--- src/rtl/rom_dl_pkg.sv ---
// rom_dl_pkg: shared types and defaults for the ROM download sequencer.
//   state_e  : sequencer FSM states (IDLE, LOAD, HOLD, RUN)
//   region_e : decoded download region (NONE, PROG, GFX, PROM)
//   DEF_*    : default region map and post-download hold length
//   TOTAL_BYTES : size of a complete image with the default map
//   sat_inc16   : 16-bit saturating increment
package rom_dl_pkg;

  typedef enum logic [1:0] {
    ST_IDLE = 2'd0,
    ST_LOAD = 2'd1,
    ST_HOLD = 2'd2,
    ST_RUN  = 2'd3
  } state_e;

  typedef enum logic [1:0] {
    REG_NONE = 2'd0,
    REG_PROG = 2'd1,
    REG_GFX  = 2'd2,
    REG_PROM = 2'd3
  } region_e;

  localparam int unsigned DEF_PROG_SIZE   = 16384;
  localparam logic [15:0] DEF_GFX_BASE    = 16'h4000;
  localparam int unsigned DEF_GFX_SIZE    = 4096;
  localparam logic [15:0] DEF_PROM_BASE   = 16'h5000;
  localparam int unsigned DEF_PROM_SIZE   = 32;
  localparam int unsigned DEF_HOLD_CYCLES = 16;

  localparam int unsigned TOTAL_BYTES = DEF_PROG_SIZE + DEF_GFX_SIZE + DEF_PROM_SIZE;

  function automatic logic [15:0] sat_inc16(input logic [15:0] v);
    return (v == 16'hFFFF) ? v : v + 16'd1;
  endfunction

endpackage

--- src/rtl/rom_region_decode.sv ---
// rom_region_decode: combinational map of a linear download address onto
// the program / graphics / colour-PROM regions.
//   addr_i   : 25-bit linear byte address
//   region_o : region hit, REG_NONE for out-of-range or gap addresses
//   offset_o : address minus the base of the hit region (0 when no hit)
module rom_region_decode
  import rom_dl_pkg::*;
#(
  parameter int unsigned PROG_SIZE = DEF_PROG_SIZE,
  parameter logic [15:0] GFX_BASE  = DEF_GFX_BASE,
  parameter int unsigned GFX_SIZE  = DEF_GFX_SIZE,
  parameter logic [15:0] PROM_BASE = DEF_PROM_BASE,
  parameter int unsigned PROM_SIZE = DEF_PROM_SIZE
) (
  input  logic [24:0] addr_i,
  output region_e     region_o,
  output logic [15:0] offset_o
);

  // Compare in 32 bits so region ends that reach 0x10000 do not wrap.
  localparam logic [31:0] PROG_HI = PROG_SIZE;
  localparam logic [31:0] GFX_LO  = {16'd0, GFX_BASE};
  localparam logic [31:0] GFX_HI  = GFX_LO + GFX_SIZE;
  localparam logic [31:0] PROM_LO = {16'd0, PROM_BASE};
  localparam logic [31:0] PROM_HI = PROM_LO + PROM_SIZE;

  logic [31:0] a;

  always_comb begin
    a        = {7'd0, addr_i};
    region_o = REG_NONE;
    offset_o = '0;
    // Anything above 64K is never part of the image.
    if (addr_i[24:16] == 9'd0) begin
      if (a < PROG_HI) begin
        region_o = REG_PROG;
        offset_o = a[15:0];
      end else if (a >= GFX_LO && a < GFX_HI) begin
        region_o = REG_GFX;
        offset_o = 16'(a - GFX_LO);
      end else if (a >= PROM_LO && a < PROM_HI) begin
        region_o = REG_PROM;
        offset_o = 16'(a - PROM_LO);
      end
    end
  end

endmodule

--- src/rtl/rom_dl_sequencer.sv ---
// rom_dl_sequencer: sequences the HPS ioctl ROM download into the core and
// gates the core's run state.
//   clk_sys, reset            : clock, synchronous active-high reset
//   ioctl_download/wr/addr/dout : hps_io download stream
//   prog_we/gfx_we/prom_we    : one-cycle region write enables
//   rom_addr/rom_data         : registered region offset and data for the WE
//   core_reset, ready         : core held in reset until a good image + hold
//   dl_error                  : sticky bad-address flag for the last download
//   byte_count                : saturating count of in-range bytes accepted
//   dbg_state                 : current FSM state (state_e encoding)
//
// Handshake: the ioctl side has no backpressure. A byte is taken on every
// cycle where ioctl_wr and ioctl_download are both 1; an in-range byte
// produces exactly one region WE on the following cycle, with rom_addr and
// rom_data valid alongside it.
module rom_dl_sequencer
  import rom_dl_pkg::*;
#(
  parameter int unsigned PROG_SIZE   = DEF_PROG_SIZE,
  parameter logic [15:0] GFX_BASE    = DEF_GFX_BASE,
  parameter int unsigned GFX_SIZE    = DEF_GFX_SIZE,
  parameter logic [15:0] PROM_BASE   = DEF_PROM_BASE,
  parameter int unsigned PROM_SIZE   = DEF_PROM_SIZE,
  parameter int unsigned HOLD_CYCLES = DEF_HOLD_CYCLES
) (
  input  logic        clk_sys,
  input  logic        reset,
  input  logic        ioctl_download,
  input  logic        ioctl_wr,
  input  logic [24:0] ioctl_addr,
  input  logic [7:0]  ioctl_dout,
  output logic        prog_we,
  output logic        gfx_we,
  output logic        prom_we,
  output logic [15:0] rom_addr,
  output logic [7:0]  rom_data,
  output logic        core_reset,
  output logic        ready,
  output logic        dl_error,
  output logic [15:0] byte_count,
  output logic [1:0]  dbg_state
);

  localparam logic [15:0] IMAGE_BYTES = 16'(PROG_SIZE + GFX_SIZE + PROM_SIZE);
  localparam int unsigned HW          = $clog2(HOLD_CYCLES + 1);
  localparam logic [HW-1:0] HOLD_LOAD = HW'(HOLD_CYCLES - 1);

  state_e        state_q;
  logic          dl_q;
  logic [HW-1:0] hold_q;
  logic          prog_we_q, gfx_we_q, prom_we_q;
  logic [15:0]   rom_addr_q;
  logic [7:0]    rom_data_q;
  logic          core_reset_q, ready_q;
  logic          dl_error_q, dl_error_d;
  logic [15:0]   byte_count_q, byte_count_d;

  region_e       region;
  logic [15:0]   offset;
  logic          dl_rise, wr_acc, wr_good, wr_bad;

  rom_region_decode #(
    .PROG_SIZE (PROG_SIZE),
    .GFX_BASE  (GFX_BASE),
    .GFX_SIZE  (GFX_SIZE),
    .PROM_BASE (PROM_BASE),
    .PROM_SIZE (PROM_SIZE)
  ) u_decode (
    .addr_i   (ioctl_addr),
    .region_o (region),
    .offset_o (offset)
  );

  assign dl_rise = ioctl_download & ~dl_q;
  // Writes are taken whenever the download level is high, independent of
  // state, so the rising-edge cycle and post-reset strobes still land.
  assign wr_acc  = ioctl_wr & ioctl_download;
  assign wr_good = wr_acc & (region != REG_NONE);
  assign wr_bad  = wr_acc & (region == REG_NONE);

  // The rising edge clears count/error, but a byte in that same cycle must
  // still be counted, so clear and accumulate are merged here.
  always_comb begin
    byte_count_d = dl_rise ? 16'd0 : byte_count_q;
    dl_error_d   = dl_rise ? 1'b0 : dl_error_q;
    if (wr_good) byte_count_d = sat_inc16(byte_count_d);
    if (wr_bad)  dl_error_d   = 1'b1;
  end

  always_ff @(posedge clk_sys) begin
    if (reset) begin
      state_q      <= ST_IDLE;
      // Track the live level so a download already in progress is not
      // seen as a new rising edge once reset is released.
      dl_q         <= ioctl_download;
      hold_q       <= '0;
      prog_we_q    <= 1'b0;
      gfx_we_q     <= 1'b0;
      prom_we_q    <= 1'b0;
      rom_addr_q   <= '0;
      rom_data_q   <= '0;
      core_reset_q <= 1'b1;
      ready_q      <= 1'b0;
      dl_error_q   <= 1'b0;
      byte_count_q <= '0;
    end else begin
      dl_q         <= ioctl_download;
      byte_count_q <= byte_count_d;
      dl_error_q   <= dl_error_d;
      prog_we_q    <= wr_good && (region == REG_PROG);
      gfx_we_q     <= wr_good && (region == REG_GFX);
      prom_we_q    <= wr_good && (region == REG_PROM);
      if (wr_good) begin
        rom_addr_q <= offset;
        rom_data_q <= ioctl_dout;
      end

      if (dl_rise) begin
        state_q      <= ST_LOAD;
        hold_q       <= '0;
        core_reset_q <= 1'b1;
        ready_q      <= 1'b0;
      end else begin
        case (state_q)
          ST_LOAD: begin
            // No write is accepted while the level is low, so byte_count_q
            // is already final here.
            if (!ioctl_download) begin
              if (byte_count_q == IMAGE_BYTES && !dl_error_q) begin
                state_q <= ST_HOLD;
                hold_q  <= HOLD_LOAD;
              end else begin
                state_q <= ST_IDLE;
              end
            end
          end
          ST_HOLD: begin
            if (hold_q == '0) begin
              state_q      <= ST_RUN;
              core_reset_q <= 1'b0;
              ready_q      <= 1'b1;
            end else begin
              hold_q <= hold_q - 1'b1;
            end
          end
          default: ;  // IDLE and RUN wait for the next rising edge
        endcase
      end
    end
  end

  assign prog_we    = prog_we_q;
  assign gfx_we     = gfx_we_q;
  assign prom_we    = prom_we_q;
  assign rom_addr   = rom_addr_q;
  assign rom_data   = rom_data_q;
  assign core_reset = core_reset_q;
  assign ready      = ready_q;
  assign dl_error   = dl_error_q;
  assign byte_count = byte_count_q;
  assign dbg_state  = state_q;

endmodule

--- config.mk ---
export PLATFORM = sky130hd
export DESIGN_NAME = rom_dl_sequencer
export DESIGN_NICKNAME = d
export VERILOG_FILES = /design/src/rtl/rom_dl_pkg.sv /design/src/rtl/rom_region_decode.sv /design/src/rtl/rom_dl_sequencer.sv
export SDC_FILE = /design/constraint.sdc
export NUM_CORES = 1
export LEC_CHECK = 0
export ABC_CLOCK_PERIOD_IN_PS = 4000
export CAP_MARGIN = 15
export CORE_MARGIN = 2
export CORE_UTILIZATION = 45
export CTS_CLUSTER_SIZE = 20
export DETAILED_ROUTE_END_ITERATION = 8
export GPL_TIMING_DRIVEN = 0
export PLACE_DENSITY_LB_ADDON = 0.1
export SYNTH_ARGS = -nofsm -noshare
export SYNTH_HDL_FRONTEND = slang
export SYNTH_HIERARCHICAL = 1
export SYNTH_SLANG_ARGS = --single-unit
--- constraint.sdc ---
create_clock -name clk_sys -period 4 [get_ports clk_sys]
set_clock_uncertainty 0.1 [all_clocks]
set_input_delay 0.6 -clock clk_sys [delete_from_list [all_inputs] [get_ports clk_sys]]
set_output_delay 0.6 -clock clk_sys [all_outputs]
set_load 0.03 [all_outputs]
-- After elaboration in Yosys (flattened, before gate mapping)
Index checks and enable logic that the tools add are counted.
- order comparisons: 5
- reduce and logical (&&, ||, !) cells: 19
- add/sub/neg operators: 4
- bitwise logic cells: 5
- eq/ne operators: 13
- multiplexer cells: 22
- operators by type and width (kind ; count):
    16-bit two-way mux ; 7
    25-bit by 15-bit less-than comparator with 1-bit output (second input constant) ; 3
    25-bit by 15-bit greater-or-equal comparator with 1-bit output (second input constant) ; 2
    16-bit by 15-bit subtractor with 16-bit output (second input constant) ; 2
    16-bit by 1-bit adder with 16-bit output (second input constant) ; 1
    16-bit by 15-bit == test with 1-bit output (second input constant) ; 1
    16-bit == test (second input constant) ; 1
    5-bit two-way mux ; 3
    2-bit two-way mux ; 7
    5-bit one-hot mux with 2 select lines ; 1
    9-bit zero test ; 1
    2-bit != test (second input constant) ; 4
    2-bit == test (second input constant) ; 3
    1-bit logical AND ; 6
    3-bit != test (second input constant) ; 2
    3-bit AND reduction ; 2
    2-bit nonzero test ; 3
    5-bit zero test ; 1
    5-bit by 1-bit subtractor with 5-bit output (second input constant) ; 1
    1-bit bitwise AND ; 4
    2-bit by 1-bit == test with 1-bit output (second input constant) ; 2
    2-bit one-hot mux with 2 select lines ; 1
    4-bit AND reduction ; 1
    1-bit two-way mux ; 3
    6 further kinds ; 6
- register bits after elaboration: 54
- output and inout port bits: 48
- logic and storage cells: 81

-- Logic depth before layout (Yosys ltp)
- depth after elaboration: 9
- depth in mapped cells: 12
- depth with buffers taken out: 11

-- Cells and area by module
Netlist, hierarchy kept.
- modules (own cells, without submodules) (module ; cells an instance ; sequential area each (um^2) ; times used ; area an instance (um^2)):
    rom_dl_sequencer ; 282 ; 1081.0 ; 1 ; 2304.7
    rom_region_decode ; 49 ; 0.0 ; 1 ; 336.6

-- Least setup slack after synthesis
OpenSTA, ideal clock, no wires.
- path kind: input to register
- start point: in ioctl_addr[21]
- end point: reg byte_count_q[8] (netlist: byte_count[8])
- buffers on the path: 0
- stages on the path: 9
- arrival: 2786 ps
- setup slack: 1044 ps
- path through: or4_4 -> nor4b_4 -> o21ai_0 -> o21ai_1 -> nor2_1 -> nor2_4 -> o21ai_1 -> or4_1 -> a21oi_1
- word-level cells in the longest chain between the ends: 9
- ends and longest elaborated chain (item ; RTL line ; text):
    from (decl) ; rom_dl_sequencer.sv:30 ; input logic [24:0] ioctl_addr,
    25-bit by 15-bit greater-or-equal comparator with 1-bit output / 25-bit by 15-bit less-than comparator with 1-bit output (equally long branches) ; rom_region_decode.sv:41 ; end else if (a >= PROM_LO && a < PROM_HI) begin
    1-bit logical AND ; rom_region_decode.sv:41 ;
    2-bit two-way mux ; rom_region_decode.sv:41 ;
    2-bit two-way mux ; rom_region_decode.sv:38 ; end else if (a >= GFX_LO && a < GFX_HI) begin
    2-bit two-way mux ; rom_region_decode.sv:35 ; if (a < PROG_HI) begin
    2-bit two-way mux (*) ; rom_region_decode.sv:34 ; if (addr_i[24:16] == 9'd0) begin
    net region[0] ; rom_dl_sequencer.sv:58 ; region_e region;
    2-bit nonzero test (*) ; rom_dl_sequencer.sv:78 ; assign wr_good = wr_acc & (region != REG_NONE);
    1-bit bitwise AND (*) ; rom_dl_sequencer.sv:78 ;
    16-bit two-way mux (*) ; rom_dl_sequencer.sv:86 ; if (wr_good) byte_count_d = sat_inc16(byte_count_d);
    to (signal assigned) ; rom_dl_sequencer.sv:108 ; byte_count_q <= byte_count_d;
    to (decl) ; rom_dl_sequencer.sv:56 ; logic [15:0] byte_count_q, byte_count_d;
The timed path passes the listed nets; every way through them passes the cells marked *.
A chain may end at the register's enable or synchronous reset.

-- Worst setup path in the final report
- start point: in ioctl_addr[13]
- end point: reg byte_count_q[8] (netlist: byte_count[8])
- word-level cells in the longest chain between the ends: 9
- ends and longest elaborated chain (item ; RTL line):
    25-bit by 15-bit greater-or-equal comparator with 1-bit output / 25-bit by 15-bit less-than comparator with 1-bit output (equally long branches) ; rom_region_decode.sv:41
    1-bit logical AND ; rom_region_decode.sv:41
    2-bit two-way mux ; rom_region_decode.sv:41
    2-bit two-way mux ; rom_region_decode.sv:38
    2-bit two-way mux (*) ; rom_region_decode.sv:35
    2-bit two-way mux (*) ; rom_region_decode.sv:34
    net region[1] ; rom_dl_sequencer.sv:58
    2-bit nonzero test (*) ; rom_dl_sequencer.sv:78
    1-bit bitwise AND (*) ; rom_dl_sequencer.sv:78
    16-bit two-way mux (*) ; rom_dl_sequencer.sv:86
Marks and branches as above.

==> key figures <==
Final layout
  – Number of fill cells: 496
  – Area grow syn2layout: 39.6%
  – FF/Latch Area: 1080 µm²
  – Number of nets in the layout: 465
  – Share of layout cells above drive strength 1: 7.57%
  – Footprint of the multi-input gates: 1470 µm²
  – Ant diodes: 0

STA
  – Final Hold Viols: 0
  – Sum Neg Setup Slack: 0 ns
  – Slew of the pin with the lowest slew margin: 0.734 ns
  – Slew Limit Fails: 0
  – Fin crit share: 85.3%
  – Slew headroom: 50.5%
  – Unrepaired setup endpoints after global routing: false
  – Final min period: 3.41 ns
  – FMAX: 293 MHz
  – Hold WS: 0.345 ns
  – Count of final setup violators: 0

Detailed routing
  – DR vias: 2,636
  – Final ANT Viol Nets: 0
  – Vias per cell: 5.33
  – Initial DRC count: 147
  – Final WL: 6.83 mm
  – DR pass1 iterations: 4
  – Drt drc: 0
  – Avg WL per Cell: 13.8 µm

Synth
  – Yosys Warn Count: 6
  – Post-Synthesis Cell Area: 2640 µm²
  – Number of synthesized flops with an enable pin: 0
  – Simple-gate area share of the yosys netlist: 35.7%
  – Top cells by area, synth: dfxtp_1 41%, nand2_1 11%, a21oi_1 6.4%, nor2_1 3.4%, ha_1 2.8%
  – FFs w/ async S/R, synth: 0%
  – Cell taking the most area after synthesis: dfxtp_1
  – Compound-gate portion of the synthesized area: 15.7%
  – Yosys top cell area share: 40.9%
  – Synth Flop Type: dfxtp_1
  – Sequential area share after synthesis: 40.9%
  – Xor/xnor cell area share of the yosys netlist: 0.995%
  – Adder-cell area share of the yosys netlist: 2.84%
  – Post-synthesis net count: 374
  – Unique masters post-synth: 59
  – Mapped Cells: 331
  – Syn avg cell area: 7.98 µm²
  – Seq cells post-synth: 54
  – Largest family of logic cells by synthesized area: simple AND/OR/NAND/NOR gates
  – Post-synthesis mux area share: 0.379%

Critical path
  – Critical Path Start: ioctl_addr[13]
  – Critical path required time: 4.15 ns
  – Critical Path AT: 3.56 ns
  – Critical path's slowest cell: clkdlybuf4s50_1
  – Top delay family on crit path: simple AND/OR/NAND/NOR gates
  – Levels on crit path: 12
  – CP max FO: 8
  – R2R depth: 10
  – Setup crit end: byte_count[8]$_SDFF_PP0_
  – CP Buf/Inv Count: 2
  – CP dominant cell by count: a21oi_1
  – FF-to-FF End: byte_count[15]$_SDFF_PP0_
  – Setup crit start kind: primary input
  – Critical R2R Launch: dl_q$_DFF_P_
  – Flop-to-flop setup slack: 1.49 ns
  – Worst path cell trace: clkdlybuf4s50_1, inv_1, ha_1, nor4bb_1, a32oi_1, or2_2, a21oi_1, nor2_1, nor2_4, o21ai_1, or4_1, a21oi_1
  – Critical path class: in2reg
  – Endpoint class of the critical path: flop
  – Crit path largest cell delay: 0.44 ns

Global routing
  – Initial antenna violation count: 0
  – Vias in the first global route: 2,431
  – Global route hottest layer: met2
  – GR Util met2: 35.3%
  – Met3 Resource Use GR: 5.06%
  – Gr usage total: 22.2%
  – GR Layer Usage met1: 30.0%
  – Grt ovf: 0
  – Largest net degree at the start of global routing: 19
  – First-pass GRT wire length: 11.3 mm

Power
  – Worst vdd ir: 0.000179 V
  – Leakage power: 1.30 nW
  – Pwr/cell area: 272 nW/µm²

Place
  – Port Buffers: 84
  – RD Place Congestion: 0.872
  – Post-DP HPWL: 5.19 mm

Floorplanning
  – Starting Density: 47.4%
  – Die Width: 80.6 µm
  – Core area: 5570 µm²
  – Die Ht: 80.6 µm
  – I/O pin total: 85
  – Die area: 6500 µm²
  – FP Rows: 27

Clocking
  – CTS Buf Count: 5
  – Clk_lat worst skew: 0.32 ns
  – CTS tree: built
  – PostCTS Resize Cnt: 0
  – Clock slew at reported path FFs: 0.11 ns
  – Root buf cell: clkbuf_8
  – CTS Buffer Depth: 2
  – Post-CTS Setup Bufs: 0
  – Htree depth: 2
  – Clk sinks: 54
  – Post-CTS Hold Buffers: 0

Run status
  – Status: finished clean

Hold path
  – Hold crit path type: reg2reg

Run
  – Max-Cap Viols: 0
-- per-layer routing --
layer / wire, µm / share of wire [%] / up-vias
li1: - / - / 1354
met1: 3260 / 48 / 1208
met2: 3170 / 46 / 68
met3: 321 / 4.7 / 6
met4: 80 / 1.2 / 0
met5: 0 / 0 / -
-- cell type report --
type | instances | area share [%]
multi-input cells | 256 | 39.8
flip-flops and latches | 54 | 29.3
repair buffers | 84 | 22.8
well taps | 72 | 2.44
clock buffers | 5 | 1.87
plain buffers | 13 | 1.66
clock inverters | 3 | 1.29
inverters | 8 | 0.814
-- placed cells by master (no fill, tap or decap), drive strengths merged, types with 6 or more instances in the layout --
cell	Yosys	routed
clkdlybuf4s50	0	84
nand3	12	12
nor2	26	26
dfxtp	54	54
and3	15	15
inv	8	9
nand4	7	7
buf	6	6
clkbuf	7	12
a21oi	34	34
nor3	10	10
nor4	7	7
o21ai	10	10
nand2	76	76
ha	6	6
-- worst register-to-register path, delay by kind of cell (launching register included) --
| family | cells | cell delay (ns) |
|---|---|---|
| AND/OR/NAND/NOR | 4 | 0.83 |
| AO/OA/AOI/OAI | 3 | 0.51 |
| buffers and inverters | 2 | 0.43 |
| flip-flops | 1 | 0.34 |
| adder cells (fa/ha/maj) | 1 | 0.24 |
-- how the worst min path moves through the flow --
stage | start | end | slack [ns] | depth (start not counted)
after CTS | core_reset$_SDFFE_PP1N_ | core_reset$_SDFFE_PP1N_ | 0.35 | 2
after global placement | core_reset$_SDFFE_PP1N_ | core_reset$_SDFFE_PP1N_ | 0.33 | 2
after global routing | core_reset$_SDFFE_PP1N_ | core_reset$_SDFFE_PP1N_ | 0.37 | 2
final | core_reset$_SDFFE_PP1N_ | core_reset$_SDFFE_PP1N_ | 0.34 | 2
after floorplan | hold_q[4]$_SDFFE_PP0P_ | hold_q[4]$_SDFFE_PP0P_ | 0.34 | 2
after detailed placement | core_reset$_SDFFE_PP1N_ | core_reset$_SDFFE_PP1N_ | 0.33 | 2
-- synthesized netlist by cell type, types with 2 or more instances --
cell type  instances
a21o_1             2
and4_1             2
and3_1            10
o21ai_1            4
nor2b_1            2
nand3_1           12
nand2_1           76
clkbuf_1           7
or2_2              2
buf_1              3
xor2_1             2
or4_1              3
nor2_1            24
nor3_1             8
dfxtp_1           54
o21a_1             2
inv_1              8
nand2b_1           2
ha_1               6
a311oi_1           2
nor4_1             7
o21bai_1           2
a32oi_1            2
and3_2             5
nand4_1            5
a21oi_1           34
nor3_2             2
o211ai_1           3
o21ai_0            6
and2_1             5
-- cells by family after synthesis --
family / after synthesis
and+or+nand+nor: 179
buffers and inverters: 21
AOI/OAI and AO/OA: 67
adders and majority gates: 6
xor gates and xnor gates: 3
DFF: 54
muxes: 1
-- per-stage QoR --
stage / setup WS, ns / utilization, % / cell area, µm² / std cells / power [mW]
CTS: 0.597 / 66.2 / 3690 / 495 / 1.01
floorplan: 1.04 / - / 2640 / 331 / 0.583
finish: 0.586 / 66.2 / 3690 / 495 / 1.00
global route: 0.255 / 66.2 / 3690 / 495 / 1.04
global placement: 0.289 / 64.1 / 3570 / 487 / 0.633
detailed placement: 0.298 / 64.1 / 3570 / 487 / 0.635
-- flip-flops by register name, indices dropped and copies added (netlist names) --
register and cells:
rom_data 8, prog_we 1, gfx_we 1, byte_count 16, prom_we 1, hold_q 5, dbg_state 2, core_reset 1
ready 1, dl_q 1, rom_addr 16, dl_error 1
-- power by group --
part / internal [mW] / switching [mW]
Sequential: 0.539 / 0.00198
Clock: 0.190 / 0.190
Combinational: 0.0430 / 0.0390
Note: power is estimated with default switching activity, not from simulation.
